`src/rtl/fifo_pkg.sv`:
```
`default_nettype none
// ---------------------------------------------------------------------------
// fifo_pkg : operation encoding shared by the FIFO top and its controller
// rev 1.0
// ---------------------------------------------------------------------------
package fifo_pkg;

  typedef enum logic [1:0] {
    OP_NONE = 2'b00,
    OP_PUSH = 2'b01,
    OP_POP  = 2'b10,
    OP_BOTH = 2'b11
  } fifo_op_e;

  function automatic fifo_op_e fifo_op(input logic do_wr, input logic do_rd);
    return fifo_op_e'({do_rd, do_wr});
  endfunction

endpackage
`default_nettype wire

```
`src/rtl/fifo_ctrl.sv`:
```
`default_nettype none
// ---------------------------------------------------------------------------
// fifo_ctrl : pointers, occupancy count, effective ops and registered flags
// rev 1.0
// ---------------------------------------------------------------------------
module fifo_ctrl
  import fifo_pkg::*;
#(
  parameter int ABITS = 5
) (
  input  logic             clk,
  input  logic             reset,
  input  logic             wr,
  input  logic             rd,
  output logic             do_wr,
  output logic [ABITS-1:0] wp,
  output logic [ABITS-1:0] rp,
  output logic             full,
  output logic             empty,
  output logic             almost_full,
  output logic             almost_empty
);

  localparam int DEPTH = 2 ** ABITS;
  localparam logic [ABITS-1:0] c_PTR_ONE   = 1;
  localparam logic [ABITS:0]   c_CNT_ONE   = 1;
  localparam logic [ABITS:0]   c_CNT_FULL  = (ABITS+1)'(DEPTH);
  localparam logic [ABITS:0]   c_CNT_AFULL = (ABITS+1)'(DEPTH - 1);

  logic [ABITS-1:0] r_wp;
  logic [ABITS-1:0] r_rp;
  logic [ABITS:0]   r_count;
  logic [ABITS:0]   w_count_nxt;
  logic             r_full;
  logic             r_empty;
  logic             r_almost_full;
  logic             r_almost_empty;
  logic             w_do_wr;
  logic             w_do_rd;
  fifo_op_e         w_op;

  // A read frees the head slot at this edge, so a write may proceed while full.
  assign w_do_wr = wr && (!r_full || rd);
  assign w_do_rd = rd && !r_empty;
  assign w_op    = fifo_op(w_do_wr, w_do_rd);

  always_comb begin
    w_count_nxt = r_count;
    case (w_op)
      OP_PUSH: w_count_nxt = r_count + c_CNT_ONE;
      OP_POP:  w_count_nxt = r_count - c_CNT_ONE;
      default: w_count_nxt = r_count;
    endcase
  end

  always_ff @(posedge clk or negedge reset) begin
    if (!reset) begin
      r_wp           <= '0;
      r_rp           <= '0;
      r_count        <= '0;
      r_full         <= 1'b0;
      r_empty        <= 1'b1;
      r_almost_full  <= 1'b0;
      r_almost_empty <= 1'b1;
    end else begin
      if (w_do_wr) r_wp <= r_wp + c_PTR_ONE;
      if (w_do_rd) r_rp <= r_rp + c_PTR_ONE;
      r_count        <= w_count_nxt;
      r_full         <= (w_count_nxt == c_CNT_FULL);
      r_empty        <= (w_count_nxt == '0);
      r_almost_full  <= (w_count_nxt >= c_CNT_AFULL);
      r_almost_empty <= (w_count_nxt <= c_CNT_ONE);
    end
  end

  assign do_wr        = w_do_wr;
  assign wp           = r_wp;
  assign rp           = r_rp;
  assign full         = r_full;
  assign empty        = r_empty;
  assign almost_full  = r_almost_full;
  assign almost_empty = r_almost_empty;

endmodule
`default_nettype wire

```
`src/rtl/fifo.sv`:
```
`default_nettype none
// ---------------------------------------------------------------------------
// fifo : first-word-fall-through FIFO, storage array and gated head output
// rev 1.0
// ---------------------------------------------------------------------------
module fifo
  import fifo_pkg::*;
#(
  parameter int DBITS = 8,
  parameter int ABITS = 5
) (
  input  logic             clk,
  input  logic             reset,
  input  logic             wr,
  input  logic             rd,
  input  logic [DBITS-1:0] din,
  output logic [DBITS-1:0] dout,
  output logic             full,
  output logic             empty,
  output logic             almost_full,
  output logic             almost_empty
);

  localparam int DEPTH = 2 ** ABITS;

  logic [DBITS-1:0] r_mem [DEPTH];
  logic [ABITS-1:0] w_wp;
  logic [ABITS-1:0] w_rp;
  logic             w_do_wr;
  logic             w_empty;

  fifo_ctrl #(
    .ABITS (ABITS)
  ) u_ctrl (
    .clk          (clk),
    .reset        (reset),
    .wr           (wr),
    .rd           (rd),
    .do_wr        (w_do_wr),
    .wp           (w_wp),
    .rp           (w_rp),
    .full         (full),
    .empty        (w_empty),
    .almost_full  (almost_full),
    .almost_empty (almost_empty)
  );

  always_ff @(posedge clk) begin
    if (w_do_wr) r_mem[w_wp] <= din;
  end

  // Unreset storage may hold stale data; gate it off while empty.
  assign dout  = w_empty ? '0 : r_mem[w_rp];
  assign empty = w_empty;

endmodule
`default_nettype wire

```
`config.mk`:
```
export PLATFORM = sky130hd
export DESIGN_NAME = fifo
export DESIGN_NICKNAME = d
export VERILOG_FILES = /design/src/rtl/fifo_pkg.sv /design/src/rtl/fifo_ctrl.sv /design/src/rtl/fifo.sv
export SDC_FILE = /design/constraint.sdc
export NUM_CORES = 1
export LEC_CHECK = 0
export ABC_AREA = 1
export CAP_MARGIN = 15
export CORE_AREA = 5 5 138 153
export CTS_CLUSTER_DIAMETER = 150
export DETAILED_ROUTE_END_ITERATION = 12
export DIE_AREA = 0 0 143 158
export GPL_TIMING_DRIVEN = 1
export PLACE_DENSITY = 0.77
export SETUP_SLACK_MARGIN = 0.05
export SYNTH_ARGS = -nofsm -noshare
export SYNTH_HDL_FRONTEND = slang
export SYNTH_SLANG_ARGS = --single-unit
```
`constraint.sdc`:
```
create_clock -name clk -period 4.7 [get_ports clk]
set_input_delay 0.705 -clock clk [delete_from_list [all_inputs] [get_ports clk]]
set_output_delay 0.705 -clock clk [all_outputs]
set_load 0.005 [all_outputs]
```
==> summary.txt <==
Status
  – Outcome: complete, no violations

Critical path
  – CP endpoint kind: output port
  – Crit Path Class: reg -> out
  – Worst setup SP type: flip-flop
  – Crit path required time: 3.99 ns
  – CP arrival: 3.23 ns
  – Crit Path Max Fanout: 36

Clock network
  – Post-cts resize count: 0
  – Hold-fix buffers, CTS: 0
  – CTS Buf Count: 26
  – H-Tree Depth: 1
  – Root Buffer: clkbuf_16
  – Clk buf depth: 3
  – Clock sinks: 276
  – Reg clk slew, reported paths: 0.06 ns
  – CTS tree: done
  – # Post-CTS Setup Buffers: 0
  – Later-pin clock latency in the skew report: 0.53 ns

Logic synthesis
  – Post-synth top flop: edfxtp_1
  – Simple-gate share of the synthesized area: 12.5%
  – Top post-synthesis cells by area: edfxtp_1 68%, nor2_1 6.5%, o21ai_0 5.9%
  – Mapped Area: 11400 µm²
  – Mapped Cells: 937
  – Ys Warns: 0
  – Seq/Total Area, Yosys: 71.9%
  – Post-synth EDFFs: 256
  – Most frequent cell after synthesis: edfxtp_1
  – Fraction of registers with async set/reset: 7.25%
  – Top cells by count, synth: 256 x edfxtp_1, 198 x nor2_1, 134 x o21ai_0
  – Area leader, netlist: edfxtp_1
  – Synth Register Bits: 276
  – Post-Synth Adder-Cell Area: 0.769%
  – Syn Area/Cell: 12.2 µm²
  – Share of synthesized area spent on multiplexers: 0%
  – Largest family of logic cells by synthesized area: simple AND/OR/NAND/NOR gates
  – Compound-cell area share of the yosys netlist: 10.8%
  – Net Count, Synth: 956
  – Synth Area in XOR/XNOR: 0.692%
  – Post-synth top area share: 67.5%
  – Yosys cell types: 34

Die
  – Die Span Y: 158 µm
  – Die width: 143 µm
  – Num ports: 24
  – DIE AREA: 22600 µm²
  – Core area: 19500 µm²
  – Starting density of the core: 58.3%
  – Rows: 54

Routing
  – Residual DRC count: 0
  – Vias per inst: 6.24
  – Drt wl/cell: 22.6 µm
  – 1st-iter DRT viols: 837
  – DR pass1 iterations: 5
  – Wirelength, routed: 27600 µm
  – Via Count: 7624
  – Routed Antenna Nets: 0

Job
  – Max-cap viol count: 0

Cells and area
  – Nets: 971
  – Number of diodes: 0
  – Final Non-Filler Cells: 1222
  – Share of layout cells above drive strength 1: 8.14%
  – Syn-to-layout area delta: 11.5%
  – Util after Layout: 65.1%
  – Finished layout cell area: 12700 µm²

Pwr
  – Leakage: 4.30 nW
  – VDD IR max: 366 µV
  – Pwr/cell area: 621 nW/µm²
  – Overall power: 7.89 mW

Worst hold path
  – Hold WC Path Type: reg -> reg

STA
  – Final hold vios: 0
  – Final WS setup: 0.765 ns
  – Hold WS: 0.553 ns
  – Setup TNS: 0 ns
  – Tcrit/Tclk final: 83.7%
  – Minimum clock period: 3.94 ns
  – Final setup fails: 0
  – Relative slew slack: 27.7%
  – RSZ-0062 raised after global routing: false
  – Final Skew: 0.0162 ns
  – Max Fclk: 254 MHz
  – Worst-margin pin slew: 1.08 ns
  – Fin. max-slew vios: 0

Placement
  – DP Wirelength: 16200 µm
  – Placed Cells: 1174
  – Post-place setup slack: 1.33 ns
  – RePlAce Congestion: 0.851
  – Cell Area, Placed: 11800 µm²
  – Buffers on Ports: 23

GRT
  – Vias in the first global route: 7369
  – Largest net degree at the start of global routing: 131
  – Antenna violations before repair: 0
  – Grt ovf: 0
  – Global-route wire length before repair: 41900 µm
  – Total track usage: 24.5%
-- path summary, 6_finish.rpt --
path	slack (ns)	endpoint	from	depth (start not counted)
worst max register to register	2.25	r_mem[0][6]	u_ctrl.full	3
min in group asynchronous	0.72	u_ctrl.r_count[4]	reset	1
worst max-delay path	0.76	dout[5]	u_ctrl.rp[1]	9
worst min-delay path	0.55	u_ctrl.rp[2]	u_ctrl.rp[2]	1
max in group asynchronous	3.27	u_ctrl.rp[0]	reset	1
worst min register to register	0.55	u_ctrl.rp[2]	u_ctrl.rp[2]	1
-- cell usage in the layout (no fill, tap or decap), types with 3 or more instances in the layout --
master             n
edfxtp_1         256
nor2_1           198
o21ai_0          134
nand2_1           82
nand3_1           42
o22ai_1           38
inv_1             27
clkbuf_16         26
clkdlybuf4s50_1   23
dfrtp_1           16
o221ai_1          14
buf_4             11
clkinv_1           8
a31oi_1            8
o211ai_1           8
xor2_1             7
ha_1               7
o21ai_1            6
clkinv_2           6
a21oi_1            6
inv_2              5
nand2_2            5
nand4_1            4
nand3_2            4
nor3_1             3
bufinv_16          3
buf_12             3
-- state kept, by name, summed over array words and instances, names as in the netlist --
signal and cells:
u_ctrl.wp 5, u_ctrl.r_count 6, u_ctrl.almost_empty 1, u_ctrl.full 1, u_ctrl.empty 1, r_mem 256
u_ctrl.almost_full 1, u_ctrl.rp 5
-- critical path, stage by stage, from the launching register on --
cell and delay (ns):
dfrtp_2 0.40, inv_1 0.54, buf_12 0.28, o21ai_0 0.17, o22ai_1 0.21, o21ai_0 0.13
a31oi_1 0.24, nor2_1 0.06, nor2_1 0.11, clkdlybuf4s50_1 0.51
-- layer usage --
| metal | up-vias | wire length (µm) | global-route usage (%) |
|---|---|---|---|
| met5 | - | 0 | 0 |
| met4 | 0 | 1170 | 11.0 |
| met3 | 79 | 2830 | 4.20 |
| met2 | 466 | 13400 | 39.8 |
| met1 | 3673 | 10200 | 32.7 |
| li1 | 3406 | - | - |
-- power by group --
| part | switching [mW] | total [mW] | internal (mW) |
|---|---|---|---|
| registers | 0.126 | 3.04 | 2.91 |
| clock network | 0.879 | 2.06 | 1.18 |
| logic | 1.91 | 2.80 | 0.885 |
| total | 2.92 | 7.89 | 4.98 |
-- cells by family after synthesis --
group / Yosys count
buffers and inverters: 86
AO/OA/AOI/OAI: 216
XOR/XNOR: 9
AND/OR/NAND/NOR: 343
flip-flops: 276
adder cells (fa/ha/maj): 7
-- layout make-up --
cell class	instances	area [µm²]
Timing Repair Buffer	39	415
Inverter	34	129
Clock inverter	18	174
Clock buffer	28	658
Tap cell	252	315
Multi-Input combinational cell	575	2820
Sequential cell	276	8200
Fill cell	1386	6820
Note: power is estimated with default switching activity, not from simulation.
